--- src/rtl/activation_scheduler.sv ---
// Streams one layer of accumulated neuron values from the result buffer through
// pass / ReLU / leaky-ReLU, with credit-limited reads feeding a 2-entry output FIFO.
module activation_scheduler #(
   parameter int FRACTION_WIDTH = 15,
   parameter int BIT_WIDTH      = 32,
   parameter int ADDR_WIDTH     = 10
) (
   input  logic                  clk,
   input  logic                  rst_n,
   input  logic                  start,
   input  logic [1:0]            mode,
   input  logic [ADDR_WIDTH-1:0] base_addr,
   input  logic [ADDR_WIDTH:0]   count,
   output logic                  busy,
   output logic                  done,
   output logic                  rd_en,
   output logic [ADDR_WIDTH-1:0] rd_addr,
   input  logic [BIT_WIDTH-1:0]  rd_data,
   output logic                  out_valid,
   output logic [BIT_WIDTH-1:0]  out_data,
   output logic [ADDR_WIDTH-1:0] out_index,
   input  logic                  out_ready
);

   if (FRACTION_WIDTH >= BIT_WIDTH) begin : g_bad_fraction
      $error("FRACTION_WIDTH must be smaller than BIT_WIDTH");
   end

   typedef enum logic [1:0] {IDLE, RUN, FLUSH} state_t;

   state_t                state_q, state_d;
   logic [1:0]            mode_q, mode_d;
   logic [ADDR_WIDTH-1:0] base_q, base_d;
   logic [ADDR_WIDTH:0]   count_q, count_d;
   logic [ADDR_WIDTH:0]   issued_q, issued_d;
   logic [ADDR_WIDTH-1:0] wr_idx_q, wr_idx_d;
   logic                  inflight_q;
   logic                  done_q, done_d;
   logic [1:0]            occ_q, occ_d;
   logic [BIT_WIDTH-1:0]  head_data_q, head_data_d, skid_data_q, skid_data_d;
   logic [ADDR_WIDTH-1:0] head_idx_q, head_idx_d, skid_idx_q, skid_idx_d;

   logic                  push, pop, last_hs;
   logic [2:0]            credit;
   logic [BIT_WIDTH-1:0]  act;

   function automatic logic [BIT_WIDTH-1:0] activate(input logic [BIT_WIDTH-1:0] x,
                                                     input logic [1:0] m);
      logic [BIT_WIDTH-2:0] mag;
      mag = x[BIT_WIDTH-2:0] >> 3;
      case (m)
         2'd1:    activate = x[BIT_WIDTH-1] ? '0 : x;
         2'd2:    activate = x[BIT_WIDTH-1] ? {1'b1, mag} : x;
         default: activate = x;
      endcase
   endfunction

   assign busy      = (state_q != IDLE);
   assign done      = done_q;
   assign out_valid = (occ_q != 2'd0);
   assign out_data  = head_data_q;
   assign out_index = head_idx_q;
   assign rd_addr   = base_q + issued_q[ADDR_WIDTH-1:0];

   assign pop     = out_valid && out_ready;
   assign push    = inflight_q;
   assign act     = activate(rd_data, mode_q);
   assign last_hs = pop && ({1'b0, head_idx_q} == (count_q - 1'b1));

   // A new read is allowed only if the FIFO can still hold it once every
   // outstanding read has landed, so the FIFO can never overflow.
   assign credit = {1'b0, occ_q} + {2'b00, inflight_q} - {2'b00, pop};
   assign rd_en  = (state_q == RUN) && (issued_q < count_q) && (credit < 3'd2);

   always_comb begin
      state_d  = state_q;
      mode_d   = mode_q;
      base_d   = base_q;
      count_d  = count_q;
      issued_d = issued_q;
      wr_idx_d = wr_idx_q;
      done_d   = 1'b0;
      if (push) wr_idx_d = wr_idx_q + 1'b1;
      case (state_q)
         IDLE: begin
            if (start) begin
               if (count == '0) begin
                  done_d = 1'b1;
               end else begin
                  state_d  = RUN;
                  mode_d   = mode;
                  base_d   = base_addr;
                  count_d  = count;
                  issued_d = '0;
                  wr_idx_d = '0;
               end
            end
         end
         RUN: begin
            if (rd_en) begin
               issued_d = issued_q + 1'b1;
               if ((issued_q + 1'b1) == count_q) state_d = FLUSH;
            end
         end
         FLUSH: begin
            if (last_hs) begin
               state_d = IDLE;
               done_d  = 1'b1;
            end
         end
         default: state_d = IDLE;
      endcase
   end

   always_comb begin
      occ_d       = occ_q;
      head_data_d = head_data_q;
      head_idx_d  = head_idx_q;
      skid_data_d = skid_data_q;
      skid_idx_d  = skid_idx_q;
      case ({push, pop})
         2'b10: begin
            if (occ_q == 2'd0) begin
               head_data_d = act;
               head_idx_d  = wr_idx_q;
            end else begin
               skid_data_d = act;
               skid_idx_d  = wr_idx_q;
            end
            occ_d = occ_q + 2'd1;
         end
         2'b01: begin
            if (occ_q == 2'd2) begin
               head_data_d = skid_data_q;
               head_idx_d  = skid_idx_q;
            end
            occ_d = occ_q - 2'd1;
         end
         2'b11: begin
            if (occ_q == 2'd1) begin
               head_data_d = act;
               head_idx_d  = wr_idx_q;
            end else begin
               head_data_d = skid_data_q;
               head_idx_d  = skid_idx_q;
               skid_data_d = act;
               skid_idx_d  = wr_idx_q;
            end
         end
         default: ;
      endcase
   end

   always_ff @(posedge clk or negedge rst_n) begin
      if (!rst_n) begin
         state_q     <= IDLE;
         mode_q      <= '0;
         base_q      <= '0;
         count_q     <= '0;
         issued_q    <= '0;
         wr_idx_q    <= '0;
         inflight_q  <= 1'b0;
         done_q      <= 1'b0;
         occ_q       <= '0;
         head_data_q <= '0;
         head_idx_q  <= '0;
         skid_data_q <= '0;
         skid_idx_q  <= '0;
      end else begin
         state_q     <= state_d;
         mode_q      <= mode_d;
         base_q      <= base_d;
         count_q     <= count_d;
         issued_q    <= issued_d;
         wr_idx_q    <= wr_idx_d;
         inflight_q  <= rd_en;
         done_q      <= done_d;
         occ_q       <= occ_d;
         head_data_q <= head_data_d;
         head_idx_q  <= head_idx_d;
         skid_data_q <= skid_data_d;
         skid_idx_q  <= skid_idx_d;
      end
   end

endmodule

--- config.mk ---
export PLATFORM = sky130hd
export DESIGN_NAME = activation_scheduler
export DESIGN_NICKNAME = d
export VERILOG_FILES = /design/src/rtl/activation_scheduler.sv
export SDC_FILE = /design/constraint.sdc
export NUM_CORES = 1
export LEC_CHECK = 0
export BUFFER_PORTS_ARGS = -buffer_cell sky130_fd_sc_hd__buf_2
export CELL_PAD_IN_SITES_DETAIL_PLACEMENT = 0
export CELL_PAD_IN_SITES_GLOBAL_PLACEMENT = 1
export CORE_ASPECT_RATIO = 1.2
export CORE_UTILIZATION = 40
export CTS_CLUSTER_SIZE = 14
export DETAILED_ROUTE_END_ITERATION = 8
export GPL_TIMING_DRIVEN = 0
export PLACE_DENSITY = 0.85
export SETUP_SLACK_MARGIN = 0.2
export SLEW_MARGIN = 10
export SYNTH_ARGS = -nofsm -noshare
export SYNTH_HDL_FRONTEND = slang
export SYNTH_SLANG_ARGS = --single-unit
--- constraint.sdc ---
create_clock -name clk -period 3.24 [get_ports clk]
set_clock_uncertainty 0.1 [all_clocks]
set_input_delay 0.648 -clock clk [delete_from_list [all_inputs] [get_ports clk]]
set_output_delay 0.648 -clock clk [all_outputs]
set_load 0.01 [all_outputs]
==> flow_summary_export.csv <==
group,metric,value,unit
placement,hpwl,14.19,mm
clocking,numCtsBuffers,17,
final_layout,fill_cells,1657,
sta,max_freq,0.2784,GHz
run,drv_cap,0,
global_routing,grt_pass1_wl,32.33,mm
worst_setup_path,crit_fanout,7,
synth,ys_seq_area_share,45.81,%
synth,yosys.area.top_type,"dfrtp_1",
sta,tns,-3.737,ns
clocking,clockBufferDepth,2,
synth,synth_commonest_cells,"dfrtp_1, nor2_1, nand2_1, a21oi_1, a22oi_1",
drt,vias_per_cell,5.462,
floorplan,die_x,125.5,µm
power,vdd_ir_drop_max,0.0004819,V
drt,routedWlPerCell,17.45,µm
drt,dr_total_vias,6221,
synth,post-synth-top-count-cell,"dfrtp_1",
power,p_per_area,975.9,mW/mm²
outcome,violations,"DRC, setup timing",
final_layout,final_area,0.009330,mm²
sta,maxSlewViolCount,0,
placement,place_area,0.008253,mm²
global_routing,grt_pass1_vias,6462,
final_layout,nNetsFinal,999,
worst_setup_path,rrSetupSlack,-0.35,ns
final_layout,drive_above_1_share,29.85,%
placement,gp_congestion,0.8572,
synth,synth_cell_types,66,
worst_setup_path,arrival,3.80,ns
sta,setup_viol,12,
synth,synth_edf_count,0,
global_routing,grt_start_max_net_pins,89,
synth,yosysTopAreaCellShare,45.81,%
synth,ys.flop_type,"dfrtp_1",
final_layout,final_util,52.70,%
global_routing,grtUsageTotal,21.95,%
clocking,cts_hold_buf,0,
sta,finalHoldViolations,0,
global_routing,overflow,0,
sta,worst_pin_slew,0.8873,ns
hold_path,hp-class,"primary input to async pin",
floorplan,initial_core_util,41.34,%
floorplan,ios,115,
sta,period_minus_slack,3.592,ns
power,power.total,9.105,mW
power,p_leak,4.222,nW
synth,synth_nets,834,
sta,worst_slack,-0.3520,ns
floorplan,dieArea,0.01885,mm²
clocking,cts_tree,"done",
drt,route.detailed.drc,14,
drt,antenna_left,0,
clocking,cts_root_buffer,"clkbuf_16",
worst_setup_path,crit_required,3.45,ns
drt,drtPass1Iterations,6,
drt,routed_wl,19.87,mm
worst_setup_path,cp-start-kind,"register",
worst_setup_path,endpoint_kind,"register",
floorplan,design.core.area,0.01771,mm²
sta,hold-worst-slack,0.04202,ns
sta,maxSlewHeadroom,40.85,%
outcome,status,"finished with violations",
synth,yosysWarnings,0,
floorplan,die_y,150.2,µm
worst_setup_path,crit_type,"register to register",
synth,asyncSetResetFlopFracSynth,100.0,%
clocking,clock_sinks,134,
sta,fin_crit_sh,110.9,%
drt,drt_iter0_drc,437,
clocking,clock_latency,0.43,ns
clocking,htreeDepth,4,
floorplan,num_rows,53,
clocking,clk_pin_slew,0.07,ns
global_routing,antenna_found_initial,0,
synth,synth-seq-cells,134,
sta,rsz0062_at_grt,"yes",
synth,synthCells,740,
synth,synthTopCellsByArea,"dfrtp_1, mux2_2, ha_1",
placement,port_buffers,114,
synth,syn_area_per_cell,9.891,µm²
synth,synth_area,0.007320,mm²
final_layout,area_growth,27.47,%
==> sequential cells by signal, indices dropped and copies added, names as in the netlist <==
signal,count
occ_q,2
mode_q,2
count_q,11
base_q,10
out_data,32
inflight_q,1
out_index,10
skid_data_q,32
wr_idx_q,10
done,1
state_q,2
skid_idx_q,10
issued_q,11
==> what timing repair did <==
item                       in CTS  in global routing
gates resized for setup        53                 13
pin swaps                      29                  9
setup endpoints to repair      62                 79
hold endpoints to repair        0                  0
buffers inserted               24                  7
gates cloned                    0                  0
==> area by class of cell <==
type,instances,area (µm²),area share (%)
Clock buffer,18,439.2,4.707
Multi-Input combinational cell,535,3920,42.01
Timing Repair Buffer,146,873.3,9.360
Inverter,31,128.9,1.381
Buffer,40,170.2,1.824
Antenna cell,1,2.502,0.02682
Sequential cell,134,3356,35.97
Tap cell,220,275.3,2.950
Clock inverter,14,165.2,1.770
==> worst max-delay path, cell delays in order (launching register included) <==
cell       delay, ns
dfrtp_1         0.39
inv_2           0.09
ha_4            0.15
inv_4           0.04
nand2_4         0.07
inv_4           0.04
ha_4            0.23
nor2_4          0.08
fa_2            0.49
a2111oi_4       0.21
o211ai_1        0.17
buf_4           0.17
buf_6           0.10
buf_6           0.10
buf_6           0.10
buf_6           0.10
buf_6           0.10
o22a_1          0.16
buf_6           0.14
a211o_1         0.23
a22o_1          0.21
==> final timing paths <==
kind                               from            to  depth (start not counted)
hold reg to reg               base_q[3]     base_q[3]                          2
setup reg to reg               occ_q[0]   issued_q[3]                         20
hold / removal                    rst_n  out_data[16]                          1
min in group clk           base_addr[8]     base_q[8]                          3
max in group asynchronous         rst_n   issued_q[1]                          2
setup / recovery               occ_q[0]   issued_q[3]                         20
==> per-layer routing <==
| layer | part of all wire [%] | GRT usage [%] | vias up |
|---|---|---|---|
| li1 | - | - | 3007 |
| met5 | 0 | 0 | - |
| met4 | 3.5 | 11.22 | 0 |
| met2 | 51 | 38.58 | 149 |
| met1 | 41 | 25.19 | 3025 |
| met3 | 4.7 | 4.797 | 40 |
==> where the power goes <==
group          internal, mW  leakage (nW)  switching [mW]
clock network          1.17         0.290           0.803
registers              2.35          1.61           0.473
logic                  2.03          2.32            2.28
total                  5.55          4.22            3.55
==> cells in the final DEF (no fill, tap or decap), drive strengths merged, types with 4 or more instances in the layout <==
cell / count
ha: 33
nand4: 8
nor2: 76
or2: 5
o31ai: 10
xor2: 21
a21oi: 53
a21o: 4
nand2: 64
or3: 4
and3: 8
a22o: 33
nor2b: 8
o21ai: 34
buf: 151
nand3: 10
nor4: 5
dfrtp: 134
xnor2: 23
inv: 37
a22oi: 39
clkbuf: 53
nor3: 10
clkinv: 4
mux2: 38
==> through the flow <==
| step | instances | worst slack, ns |
|---|---|---|
| after floorplan | 740 | 0.005511 |
| after global placement | 1074 | -0.5843 |
| after detailed placement | 1075 | -0.5863 |
| after CTS | 1131 | -0.3345 |
| after global routing | 1138 | -0.4876 |
| final | 1139 | -0.3520 |
==> cells by family (layout without fill, tap and decap cells) <==
| kind of cell | Yosys count | after routing | synth area share, % |
|---|---|---|---|
| buf+inv | 71 | 249 | 3.761 |
| compound gates | 205 | 205 | 19.16 |
| flops | 134 | 134 | 45.81 |
| fa+ha+maj | 35 | 35 | 6.188 |
| other cells | 0 | 1 | 0 |
| simple gates | 212 | 212 | 13.83 |
| mux | 39 | 39 | 5.983 |
| xor+xnor | 44 | 44 | 5.265 |
Note: power is estimated with default switching activity, not from simulation.
